--- src/rtl/sipo_deserializer.sv ---
// Serial-in, parallel-out receiver: MSB-first WIDTH-bit words into a one-entry valid/ready holding register.
// Optional even-parity frame bit enabled by defining SIPO_PARITY_EN.
module sipo_deserializer #(
    parameter int WIDTH = 8
) (
    input  logic             clk,
    input  logic             rst,
    input  logic             d,
    input  logic             d_valid,
    input  logic             frame_sync,
    output logic [WIDTH-1:0] out_data,
    output logic             out_valid,
    input  logic             out_ready,
    output logic             parity_err,
    output logic             overrun,
    output logic             busy
);

    localparam int CW = $clog2(WIDTH);

`ifdef SIPO_PARITY_EN
    // The full data word must sit in sr while the parity bit is awaited.
    localparam int SRW = WIDTH;
    typedef enum logic [1:0] {IDLE = 2'd0, SHIFT = 2'd1, PAR = 2'd2} state_t;
`else
    // The last data bit completes the word straight from the input, so sr never needs the top bit.
    localparam int SRW = WIDTH - 1;
    typedef enum logic [1:0] {IDLE = 2'd0, SHIFT = 2'd1} state_t;
`endif

    state_t           state, state_n;
    logic [CW-1:0]    cnt, cnt_n;
    logic [SRW-1:0]   sr, sr_n;
    logic [WIDTH-1:0] shifted;
    logic [WIDTH-1:0] word;
    logic             done;

`ifdef SIPO_PARITY_EN
    logic             word_perr;
    logic             perr_q;
    assign shifted    = {sr[WIDTH-2:0], d};
    assign parity_err = perr_q;
`else
    assign shifted    = {sr, d};
    assign parity_err = 1'b0;
`endif

    assign busy = (state != IDLE);

    always_comb begin
        state_n = state;
        cnt_n   = cnt;
        sr_n    = sr;
        word    = '0;
        done    = 1'b0;
`ifdef SIPO_PARITY_EN
        word_perr = 1'b0;
`endif
        if (frame_sync) begin
            sr_n    = '0;
            cnt_n   = '0;
            state_n = IDLE;
            if (d_valid) begin
                sr_n[0] = d;
                cnt_n   = CW'(1);
                state_n = SHIFT;
            end
        end else if (d_valid) begin
            case (state)
                IDLE: begin
                    sr_n    = shifted[SRW-1:0];
                    cnt_n   = CW'(1);
                    state_n = SHIFT;
                end
                SHIFT: begin
                    sr_n = shifted[SRW-1:0];
                    if (cnt == CW'(WIDTH - 1)) begin
                        cnt_n = '0;
`ifdef SIPO_PARITY_EN
                        state_n = PAR;
`else
                        done    = 1'b1;
                        word    = shifted;
                        state_n = IDLE;
`endif
                    end else begin
                        cnt_n = cnt + CW'(1);
                    end
                end
`ifdef SIPO_PARITY_EN
                PAR: begin
                    done      = 1'b1;
                    word      = sr;
                    word_perr = ^{sr, d};
                    state_n   = IDLE;
                end
`endif
                default: state_n = IDLE;
            endcase
        end
    end

    always_ff @(posedge clk) begin
        if (!rst) begin
            state     <= IDLE;
            cnt       <= '0;
            sr        <= '0;
            out_data  <= '0;
            out_valid <= 1'b0;
            overrun   <= 1'b0;
`ifdef SIPO_PARITY_EN
            perr_q    <= 1'b0;
`endif
        end else begin
            state <= state_n;
            cnt   <= cnt_n;
            sr    <= sr_n;
            // A completing word may replace one that is being drained in the same cycle.
            if (done && (!out_valid || out_ready)) begin
                out_data  <= word;
                out_valid <= 1'b1;
`ifdef SIPO_PARITY_EN
                perr_q    <= word_perr;
`endif
            end else begin
                if (done)
                    overrun <= 1'b1;
                if (out_valid && out_ready)
                    out_valid <= 1'b0;
            end
        end
    end

endmodule

--- config.mk ---
export PLATFORM = sky130hd
export DESIGN_NAME = sipo_deserializer
export DESIGN_NICKNAME = d
export VERILOG_FILES = /design/src/rtl/sipo_deserializer.sv
export SDC_FILE = /design/constraint.sdc
export NUM_CORES = 1
export LEC_CHECK = 0
export ABC_AREA = 0
export CAP_MARGIN = 20
export CORE_UTILIZATION = 35
export CTS_BUF_LIST = sky130_fd_sc_hd__clkbuf_16
export DETAILED_ROUTE_END_ITERATION = 10
export SLEW_MARGIN = 0
export SYNTH_ARGS = -nofsm -noshare
export SYNTH_HDL_FRONTEND = slang
export SYNTH_SLANG_ARGS = --single-unit
--- constraint.sdc ---
create_clock -name clk -period 3.3 [get_ports clk]
set_clock_uncertainty 0.05 [all_clocks]
set_input_delay 0.66 -clock clk [delete_from_list [all_inputs] [get_ports clk]]
set_output_delay 0.66 -clock clk [all_outputs]
set_load 0.005 [all_outputs]
# ---- After elaboration in Yosys (flattened, before gate mapping)
# Index checks and enable logic that the tools add are counted.
dict set report totals {
  register_bits 22
  latch_bits 0
  ramBits 0
  mem_bits_ro 0
  input_bits 6
  output_inout_bits 12
  wordCells 54
  memories 0
}
dict set report classes {
  addsub 1
  multipliers 0
  div 0
  magnitude_cmp 0
  n_eq_ne 3
  shift 0
  n_mux 24
  bitwise_logic 2
  n_reduce_logical 17
}
# cell count
set ops {}
lappend ops {{2-to-1 mux 8 bit} 4}
lappend ops {{2-to-1 mux 1 bit} 12}
lappend ops {{AND reduction 2 bit} 5}
lappend ops {{2-to-1 mux 3 bit} 3}
lappend ops {{nonzero test 2 bit} 4}
lappend ops {{2-to-1 mux 2 bit} 3}
lappend ops {{case mux 3 bit (2 select lines)} 1}
lappend ops {{case mux 2 bit (2 select lines)} 1}
lappend ops {{OR reduction 2 bit} 2}
lappend ops {{adder 3 x 1 -> 3 bit, second input constant} 1}
lappend ops {{equality test 3 bit, second input constant} 1}
lappend ops {{inequality test 3 bit, second input constant} 1}
lappend ops {{nonzero test 3 bit} 1}
lappend ops {{equality test 2 x 1 -> 1 bit, second input constant} 1}
lappend ops {{logical AND 1 bit} 2}
lappend ops {{zero test 2 bit} 1}
lappend ops {{inverter 1 bit} 2}
lappend ops {{zero test 1 bit} 1}
lappend ops {{logical OR 1 bit} 1}

# ---- Depth between registers and ports, before layout
# Gate-level depths: netlist (run 1).
dict set report depth {
  depth_word 8
  ltp_mapped 6
  ltp_nobuf 5
}

# ---- Least setup slack after synthesis (run 1)
# OpenSTA, ideal clock, no wires.
dict set report synth_timing {
  kind {in2reg}
  from {in d_valid}
  to {reg out_data[0]}
  setup_time_ns 0.072
  t_arrival_ns 1.324
  required_ns 3.178
  setup_slack_ns 1.855
  path_stages 5
  path_buffers 2
  path_cell_list {buf_4 > nand4b_4 > nor2b_2 > buf_6 > mux2i_1}
}
dict set report synth_via {
  elab_chain_len 3
  word_cells_on_any_way 5
  cone_classes {4 x mux; 1 x reduce/logical}
}
# item line_no
set synth_lines {}
lappend synth_lines {{from (decl)} 9} ;# input logic d_valid,
lappend synth_lines {{2-to-1 mux 1 bit} 68} ;# end else if (d_valid) begin
lappend synth_lines {{2-to-1 mux 1 bit} 59} ;# if (frame_sync) begin
lappend synth_lines {{logical AND 1 bit} 119} ;# if (done && (!out_valid || out_ready)) begin
lappend synth_lines {{to (signal assigned)} 120} ;# out_data <= word;
lappend synth_lines {{to (decl)} 11} ;# output logic [WIDTH-1:0] out_data,
# Several ways; a longest one is shown, not always the timed one.
# A chain may end at the register's enable or synchronous reset.

# ---- Worst setup path after layout (run 1)
dict set report layout_timing {
  from {in d_valid}
  to {reg out_data[4]}
}
# The elaborated chain is that of the path after synthesis.

==> flow_summary.yaml, run 1 <==
outcome:
  status: "finished clean"
routing:
  route.final.wire_length_mm: 1.574
  wl_per_cell_um: 11.49
  drtPass1Iterations: 4
  route.antenna.remaining_nets: 0
  post_drt_via_cell_ratio: 4.693
  detailroute.via_count: 643
  detail_route.drc_violations: 0
  drtIter0Drc: 7
placed_design:
  dpl.hpwl_mm: 1.106
  routabilityCongestion: 0.7087
  buffer_ports.inserted: 16
sta:
  fin_crit_ps: 2071
  grt_setup_unrepaired: "false"
  max_freq_ghz: 0.4829
  report.final.slew_viol_count: 0
  timing.final.crit_share: 0.6275
  timing.hold.ws_ps: 406.2
  max_slew_margin: 0.5582
  fin_setup_tns_ps: 0
  report.final.hold_viol_count: 0
  setup_viol: 0
  worstMarginPinSlew_ps: 660.7
finish:
  final_layout_net_count: 117
  mostFrequentLayoutCells: "21 x sky130_fd_sc_hd__dfxtp_1, 16 x sky130_fd_sc_hd__clkdlybuf4s50_1, 14 x sky130_fd_sc_hd__mux2i_1"
  areaGrowthSynthToFinish_pct: 23.90
  most_common_library_cell_in_the_layout_ignoring_fill_and_taps: "sky130_fd_sc_hd__dfxtp_1"
  layout-drive-gt1-share: 0.08411
  number_of_antenna_repair_diodes: 0
global_route:
  grt_start_max_net_pins: 21
  global_route_wire_length_before_repair_mm: 2.608
  groute.usage.overall: 0.1342
  leftover_overflow_at_the_end_of_global_routing: 0
  globalRouteMet1Util: 0.1576
  initial_antenna_violation_count: 0
  met3_usage: 0.05932
  gr-usage-met2: 0.1996
  grt_most_used_layer: "met2"
  first_global_vias: 569
clock_tree:
  cts_made_buffers: 3
  cts_hold_repair.buffers: 0
  cts_post_setup_buffers_inserted: 0
  tritoncts_clock_tree: "yes"
  clock_latency_ps: 250
  root_buffer: "sky130_fd_sc_hd__clkbuf_16"
  cts_max_level: 1
  max-clock-path-buffers: 2
  clk_pin_slew_ps: 60
  clock-sinks: 21
  post_cts_resize_count: 0
setup_path:
  timing.critical_path.arrival_ps: 2200
  worst_setup_end_kind: "flip-flop"
  timing.setup.critical_path_class: "input port to flip-flop"
  critPathMaxFanout: 18
  worst_ep_required_time_ps: 3430
  start_kind: "input port"
die:
  initial_utilization: 0.3749
  total_die_area_um2: 2889
  ioPinCount: 18
  floorplan.die.height_um: 53.75
  rows: 18
  die_width_um: 53.75
  floorplan.core_area_um2: 2500
synthesis:
  syn_nets: 103
  synthesis.instances: 94
  post_synth.cell_area_avg_um2: 9.970
  synthesized_area_um2: 937.1
  ys.warnings.count: 0
  yosys_register_bits: 21
  synth-seq-area-share: 0.4486
  yosys.cell_types.count: 25
power:
  static-leakage-power_nw: 0.4442
  ir_drop_v: 0.0004688
  power_per_cell_area_nw_per_um2: 464.9
  total_power_mw: 0.5398
min_path:
  worstHoldPathType: "flip-flop to flip-flop"
job:
  max_cap_violations: 0
## layer usage
layer	share of wire	vias up	routed length (um)
met5	0	-	0
met4	0.025	0	39
met3	0.042	4	66
met2	0.42	12	665
met1	0.51	288	802
li1	-	339	-
## critical path: stages
cell and delay [ps]:
sky130_fd_sc_hd__clkdlybuf4s50_1 460, sky130_fd_sc_hd__buf_4 240, sky130_fd_sc_hd__nand4b_4 140, sky130_fd_sc_hd__nor2b_2 450, sky130_fd_sc_hd__mux2i_1 250
## final cells by class
class,count,area [um2]
fillers,231,1339
multi-input cells,65,455.4
flip-flops and latches,21,420.4
repair buffers,17,167.7
clock buffers,3,75.07
well taps,30,37.54
clock inverters,1,5.005
## stage by stage
step,std cells,utilization,worst slack (ps),instance area [um2]
floorplan,94,-,1855,937.1
global placement,133,0.4324,991.8,1081
detailed placement,133,0.4324,945.8,1081
CTS,137,0.4645,1212,1161
global route,137,0.4645,1109,1161
finish,137,0.4645,1229,1161
## path summary, 6_finish.rpt
path                                  start     endpoint  slack, ps  cells after the start
worst max-delay path                d_valid  out_data[4]       1230                      5
worst min-delay path            out_data[6]  out_data[6]        410                      2
worst max register to register       cnt[0]  out_data[4]       1610                      5
worst min register to register  out_data[6]  out_data[6]        410                      2
## kinds of logic (layout without fill, tap and decap cells)
logic type,count (synthesis),count (layout),synth area share
simple gates,39,39,0.2337
flops,21,21,0.4486
compound gates,8,8,0.05874
mux,14,14,0.1495
fa+ha+maj,3,3,0.04006
buf+inv,8,21,0.06541
other cells,1,1,0.004001
## flip-flops by register name, summed over array words and instances, names as in the netlist
signal and cells:
out_valid 1, overrun 1, sr 7, state 1, cnt 3, out_data 8
## synthesized netlist by cell type
| cell | number | area [um2] |
|---|---|---|
| sky130_fd_sc_hd__dfxtp_1 | 21 | 420.4 |
| sky130_fd_sc_hd__mux2i_1 | 14 | 140.1 |
| sky130_fd_sc_hd__nand3_1 | 11 | 55.05 |
| sky130_fd_sc_hd__nand2_1 | 8 | 30.03 |
| sky130_fd_sc_hd__nor2_1 | 7 | 26.28 |
| sky130_fd_sc_hd__buf_4 | 4 | 30.03 |
| sky130_fd_sc_hd__nand2b_1 | 4 | 25.02 |
| sky130_fd_sc_hd__a21oi_1 | 3 | 15.01 |
| sky130_fd_sc_hd__ha_1 | 3 | 37.54 |
| sky130_fd_sc_hd__buf_6 | 2 | 22.52 |
| sky130_fd_sc_hd__nor3b_1 | 2 | 15.01 |
| sky130_fd_sc_hd__o21a_1 | 2 | 15.01 |
| sky130_fd_sc_hd__a21boi_0 | 1 | 7.510 |
| sky130_fd_sc_hd__a21boi_1 | 1 | 7.510 |
| sky130_fd_sc_hd__and2b_1 | 1 | 7.510 |
| sky130_fd_sc_hd__and2b_2 | 1 | 8.760 |
| sky130_fd_sc_hd__and3_1 | 1 | 6.260 |
| sky130_fd_sc_hd__buf_2 | 1 | 5.000 |
| sky130_fd_sc_hd__clkbuf_1 | 1 | 3.750 |
| sky130_fd_sc_hd__conb_1 | 1 | 3.750 |
| sky130_fd_sc_hd__nand4b_4 | 1 | 23.77 |
| sky130_fd_sc_hd__nor2b_1 | 1 | 6.260 |
| sky130_fd_sc_hd__nor2b_2 | 1 | 8.760 |
| sky130_fd_sc_hd__o211a_1 | 1 | 10.01 |
| sky130_fd_sc_hd__or2_2 | 1 | 6.260 |
## report_power, final
| group | internal (mW) | leakage, nW | switching, mW | total, mW |
|---|---|---|---|---|
| logic | 0.0146 | 0.233 | 0.0131 | 0.0278 |
| registers | 0.256 | 0.170 | 0.00283 | 0.259 |
| clock network | 0.163 | 0.0409 | 0.0904 | 0.253 |
(Power assumes the default switching activity.)
==> run 2, diff against run 1 <==
clock period = 2.1 ns   (was 3.3 ns; I/O delays follow)
==> flow_summary.yaml, run 2 (same netlist as run 1, synthesis figures left out) <==
outcome:
  status: "finished clean"
die:
  rows: 18
  initial_utilization: 0.3749
  ioPinCount: 18
  total_die_area_um2: 2889
  die_width_um: 53.75
  floorplan.core_area_um2: 2500
  floorplan.die.height_um: 53.75
finish:
  utilization_after_layout: 0.4700
  areaGrowthSynthToFinish_pct: 25.37
  number_of_antenna_repair_diodes: 0
  top_register: "out_data"
  top_regs: "out_data: 8 flops, sr: 7 flops, cnt: 3 flops"
  flip_flop_count_of_the_largest_register_all_copies_and_words_added: 8
  final_layout_net_count: 119
  most_common_library_cell_in_the_layout_ignoring_fill_and_taps: "sky130_fd_sc_hd__dfxtp_1"
  mostFrequentLayoutCells: "21 x sky130_fd_sc_hd__dfxtp_1, 16 x sky130_fd_sc_hd__clkdlybuf4s50_1, 14 x sky130_fd_sc_hd__mux2i_1"
  layout-drive-gt1-share: 0.09174
clock_tree:
  cts_made_buffers: 3
  clock_latency_ps: 250
  post_cts_resize_count: 0
  clock-sinks: 21
  clk_pin_slew_ps: 60
  cts_max_level: 1
  tritoncts_clock_tree: "yes"
  cts_hold_repair.buffers: 0
  root_buffer: "sky130_fd_sc_hd__clkbuf_16"
  max-clock-path-buffers: 2
  cts_post_setup_buffers_inserted: 0
global_route:
  global_route_wire_length_before_repair_mm: 2.408
  met3_usage: 0.03390
  leftover_overflow_at_the_end_of_global_routing: 0
  first_global_vias: 551
  grt_start_max_net_pins: 17
  globalRouteMet1Util: 0.1414
  grt_most_used_layer: "met2"
  initial_antenna_violation_count: 0
  groute.usage.overall: 0.1151
  gr-usage-met2: 0.1893
routing:
  drtIter0Drc: 10
  post_drt_via_cell_ratio: 4.633
  detail_route.drc_violations: 0
  route.antenna.remaining_nets: 0
  wl_per_cell_um: 10.87
  route.final.wire_length_mm: 1.511
  drtPass1Iterations: 4
  detailroute.via_count: 644
setup_path:
  critical_path.n_buffers_inverters: 1
  worst_ep_required_time_ps: 1630
  start_kind: "flip-flop"
  crit_chain: "clkdlybuf4s50_1"
  timing.critical_path.max_delay_family: "buffers and inverters"
  timing.critical_path.arrival_ps: 1260
  cp_slowest_cell: "sky130_fd_sc_hd__clkdlybuf4s50_1"
  worst_setup_end_kind: "primary output"
  critical_path.max_stage_delay_ps: 550
  timing.setup.critical_path_class: "flip-flop to primary output"
  critPathMaxFanout: 6
sta:
  max_freq_ghz: 0.5793
  setup_viol: 0
  fin_crit_ps: 1726
  timing.final.crit_share: 0.8220
  grt_setup_unrepaired: "false"
  timing.hold.ws_ps: 403.1
  report.final.slew_viol_count: 0
  fin_setup_tns_ps: 0
  report.final.hold_viol_count: 0
power:
  static-leakage-power_nw: 0.4559
  power_switching_mw: 0.1606
  power_per_cell_area_nw_per_um2: 715.4
  power_frac_seq: 0.484
  cellInternalPower_mw: 0.6799
  pwr-share-clk: 0.462
  switching_share: 0.1911
  pwr-share-comb: 0.054
  ir_drop_v: 0.0007062
job:
  max_cap_violations: 0
min_path:
  worstHoldPathType: "flip-flop to flip-flop"
placed_design:
  routabilityCongestion: 0.8031
  buffer_ports.inserted: 16
-- run 2: worst min-delay path, stage by stage (launching register included) --
cell	delay (ps)
sky130_fd_sc_hd__dfxtp_1	310
sky130_fd_sc_hd__nand2_1	50
sky130_fd_sc_hd__mux2i_1	50
-- run 2: worst paths after layout --
check	to	start	cells after the start	slack, ps
hold reg to reg	out_data[0]	out_data[0]	2	400
hold / removal	out_data[0]	out_data[0]	2	400
setup / recovery	busy	state[0]	1	370
setup reg to reg	out_data[4]	cnt[0]	6	640
-- run 2: final cells by class --
| cell class | count | area (um2) |
|---|---|---|
| timing repair buffer | 19 | 182.7 |
| sequential | 21 | 420.4 |
| clock inverter | 1 | 3.754 |
| fill | 238 | 1325 |
| tap | 30 | 37.54 |
| multi-input combinational | 65 | 455.4 |
| clock buffer | 3 | 75.07 |
-- run 2: stage by stage --
stage / total power [mW] / cell area, um2 / cells / worst slack, ps
2_1_floorplan: 0.4459 / 937.1 / 94 / 760.6
3_3_place_gp: 0.4614 / 1096 / 135 / 354.6
3_5_place_dp: 0.4609 / 1096 / 135 / 323.2
4_1_cts: 0.8566 / 1175 / 139 / 357.7
5_1_grt: 0.8793 / 1175 / 139 / 307.5
6_report: 0.8405 / 1175 / 139 / 373.8
-- run 2: layer usage --
metal / vias to the layer above / share of wire
met5: - / 0
met4: 0 / 0
met3: 0 / 0.030
met2: 10 / 0.45
met1: 290 / 0.51
li1: 344 / -
-- run 2: power by group through the flow --
stage          combinational (mW)  sequential (mW)  clock [mW]
2_1_floorplan              0.0313            0.415           0
3_3_place_gp               0.0457            0.416           0
3_5_place_dp               0.0453            0.416           0
4_1_cts                    0.0456            0.407       0.404
5_1_grt                    0.0491            0.407       0.423
6_report                   0.0451            0.407       0.389
==> run 3, diff against run 2 <==
clock period = 1.7 ns   (was 2.1 ns; I/O delays follow)
==> flow_summary.yaml, run 3 (same netlist as run 1, synthesis figures left out) <==
min_path:
  worst_hold_path.endpoint: "out_data[1]"
  worst_hold_path_cell_count: 2
  worstHoldPathType: "flip-flop to flip-flop"
  min_from: "out_data[1]"
clock_tree:
  root_buffer: "sky130_fd_sc_hd__clkbuf_16"
  tritoncts_clock_tree: "yes"
  cts_max_level: 1
  cts_made_buffers: 3
  post_cts_resize_count: 0
  cts_post_setup_buffers_inserted: 0
  clk_pin_slew_ps: 60
  clock-sinks: 21
  cts_hold_repair.buffers: 0
  clock_latency_ps: 250
  max-clock-path-buffers: 2
setup_path:
  reg2reg_from: "cnt[0]"
  timing.setup.critical_path_class: "flip-flop to flip-flop"
  critPathMaxFanout: 8
  crit-reg2reg-capture: "out_data[4]"
  crit_chain: "ha_1, ha_1, nand4b_4, nor2b_2, buf_12, mux2i_1"
  critical_path.n_buffers_inverters: 1
  r2r.worst_path.cells: 6
  worst_ep_required_time_ps: 1830
  timing.critical_path.max_delay_family: "adder cells"
  cp_slowest_cell: "sky130_fd_sc_hd__dfxtp_1"
  worst_setup_end_kind: "flip-flop"
  worst-r2r-setup-slack_ps: 200
  timing.critical_path.arrival_ps: 1630
  critical_path.max_stage_delay_ps: 340
  start_kind: "flip-flop"
  worst_path_most_repeated_cell: "sky130_fd_sc_hd__ha_1"
placed_design:
  routabilityCongestion: 0.8031
  preCtsSetupSlack_ps: 46.22
  buffer_ports.inserted: 16
  dpl_cell_area_um2: 1131
  dpl.hpwl_mm: 1.156
  placed_cells_incl_taps: 138
finish:
  mostFrequentLayoutCells: "21 x sky130_fd_sc_hd__dfxtp_1, 16 x sky130_fd_sc_hd__clkdlybuf4s50_1, 14 x sky130_fd_sc_hd__mux2i_1"
  final_cells: 142
  flip_flop_count_of_the_largest_register_all_copies_and_words_added: 8
  finish.instance_area_um2: 1211
  areaGrowthSynthToFinish_pct: 29.24
  final_layout_net_count: 122
  layout-drive-gt1-share: 0.1250
  number_of_antenna_repair_diodes: 0
  utilization_after_layout: 0.4845
  most_common_library_cell_in_the_layout_ignoring_fill_and_taps: "sky130_fd_sc_hd__dfxtp_1"
  top_regs: "out_data: 8 flops, sr: 7 flops, cnt: 3 flops"
  top_register: "out_data"
die:
  total_die_area_um2: 2889
  ioPinCount: 18
  floorplan.core_area_um2: 2500
  die_width_um: 53.75
  rows: 18
  floorplan.die.height_um: 53.75
  initial_utilization: 0.3749
power:
  ir_drop_v: 0.0004621
  power_per_cell_area_nw_per_um2: 868.3
  total_power_mw: 1.052
  switching_share: 0.1944
  power_switching_mw: 0.2044
  power_frac_seq: 0.476
  static-leakage-power_nw: 0.4718
  cellInternalPower_mw: 0.8473
  pwr-share-clk: 0.463
  pwr-share-comb: 0.062
routing:
  detail_route.drc_violations: 0
  wl_per_cell_um: 11.32
  post_drt_via_cell_ratio: 4.768
  drtIter0Drc: 7
  route.antenna.remaining_nets: 0
  detailroute.via_count: 677
  drtPass1Iterations: 4
  route.final.wire_length_mm: 1.608
global_route:
  initial_antenna_violation_count: 0
  groute.usage.overall: 0.1366
  grt_start_max_net_pins: 17
  global_route_wire_length_before_repair_mm: 2.739
  first_global_vias: 609
  leftover_overflow_at_the_end_of_global_routing: 0
sta:
  grt_setup_unrepaired: "false"
  report.final.hold_viol_count: 0
  timing.hold.ws_ps: 404.9
  report.final.slew_viol_count: 0
  max_freq_ghz: 0.6674
  fin_setup_tns_ps: 0
  final.setup.worst_slack_ps: 201.6
  fin_crit_ps: 1498
  setup_viol: 0
  timing.final.crit_share: 0.8814
outcome:
  status: "finished clean"
job:
  max_cap_violations: 0
run 3: worst max-delay path by stage:
stage / start / endpoint / slack, ps / depth (start not counted)
floorplan: cnt[0] / cnt[0] / 360 / 5
global placement: d_valid / out_data[4] / 70 / 5
detailed placement: d_valid / out_data[7] / 50 / 5
CTS: cnt[0] / out_data[7] / 200 / 6
global route: cnt[0] / out_data[4] / 110 / 6
finish: cnt[0] / out_data[4] / 200 / 6
run 3: area by class of cell:
class                           instances  area (um2)
Tap cell                               30       37.54
Timing Repair Buffer                   22       217.7
Clock inverter                          1       5.005
Clock buffer                            3       75.07
Multi-Input combinational cell         65       455.4
Sequential cell                        21       420.4
Fill cell                             227        1289
run 3: per-layer routing:
metal / track usage / wire (um)
met5: 0 / 0
met1: 0.1735 / 774
met4: 0.08772 / 32
met3: 0.03390 / 59
met2: 0.2037 / 741
run 3: power by group through the flow:
| stage | logic (mW) | clock network, mW | registers (mW) |
|---|---|---|---|
| 6_report | 0.0649 | 0.487 | 0.500 |
| 5_1_grt | 0.0707 | 0.531 | 0.500 |
| 4_1_cts | 0.0651 | 0.502 | 0.500 |
| 3_5_place_dp | 0.0643 | 0 | 0.511 |
| 3_3_place_gp | 0.0638 | 0 | 0.511 |
| 2_1_floorplan | 0.0387 | 0 | 0.512 |
run 3: worst min-delay path: stages (launching register included):
cell and delay, ps:
sky130_fd_sc_hd__dfxtp_1 310, sky130_fd_sc_hd__nand2_1 50, sky130_fd_sc_hd__mux2i_1 50
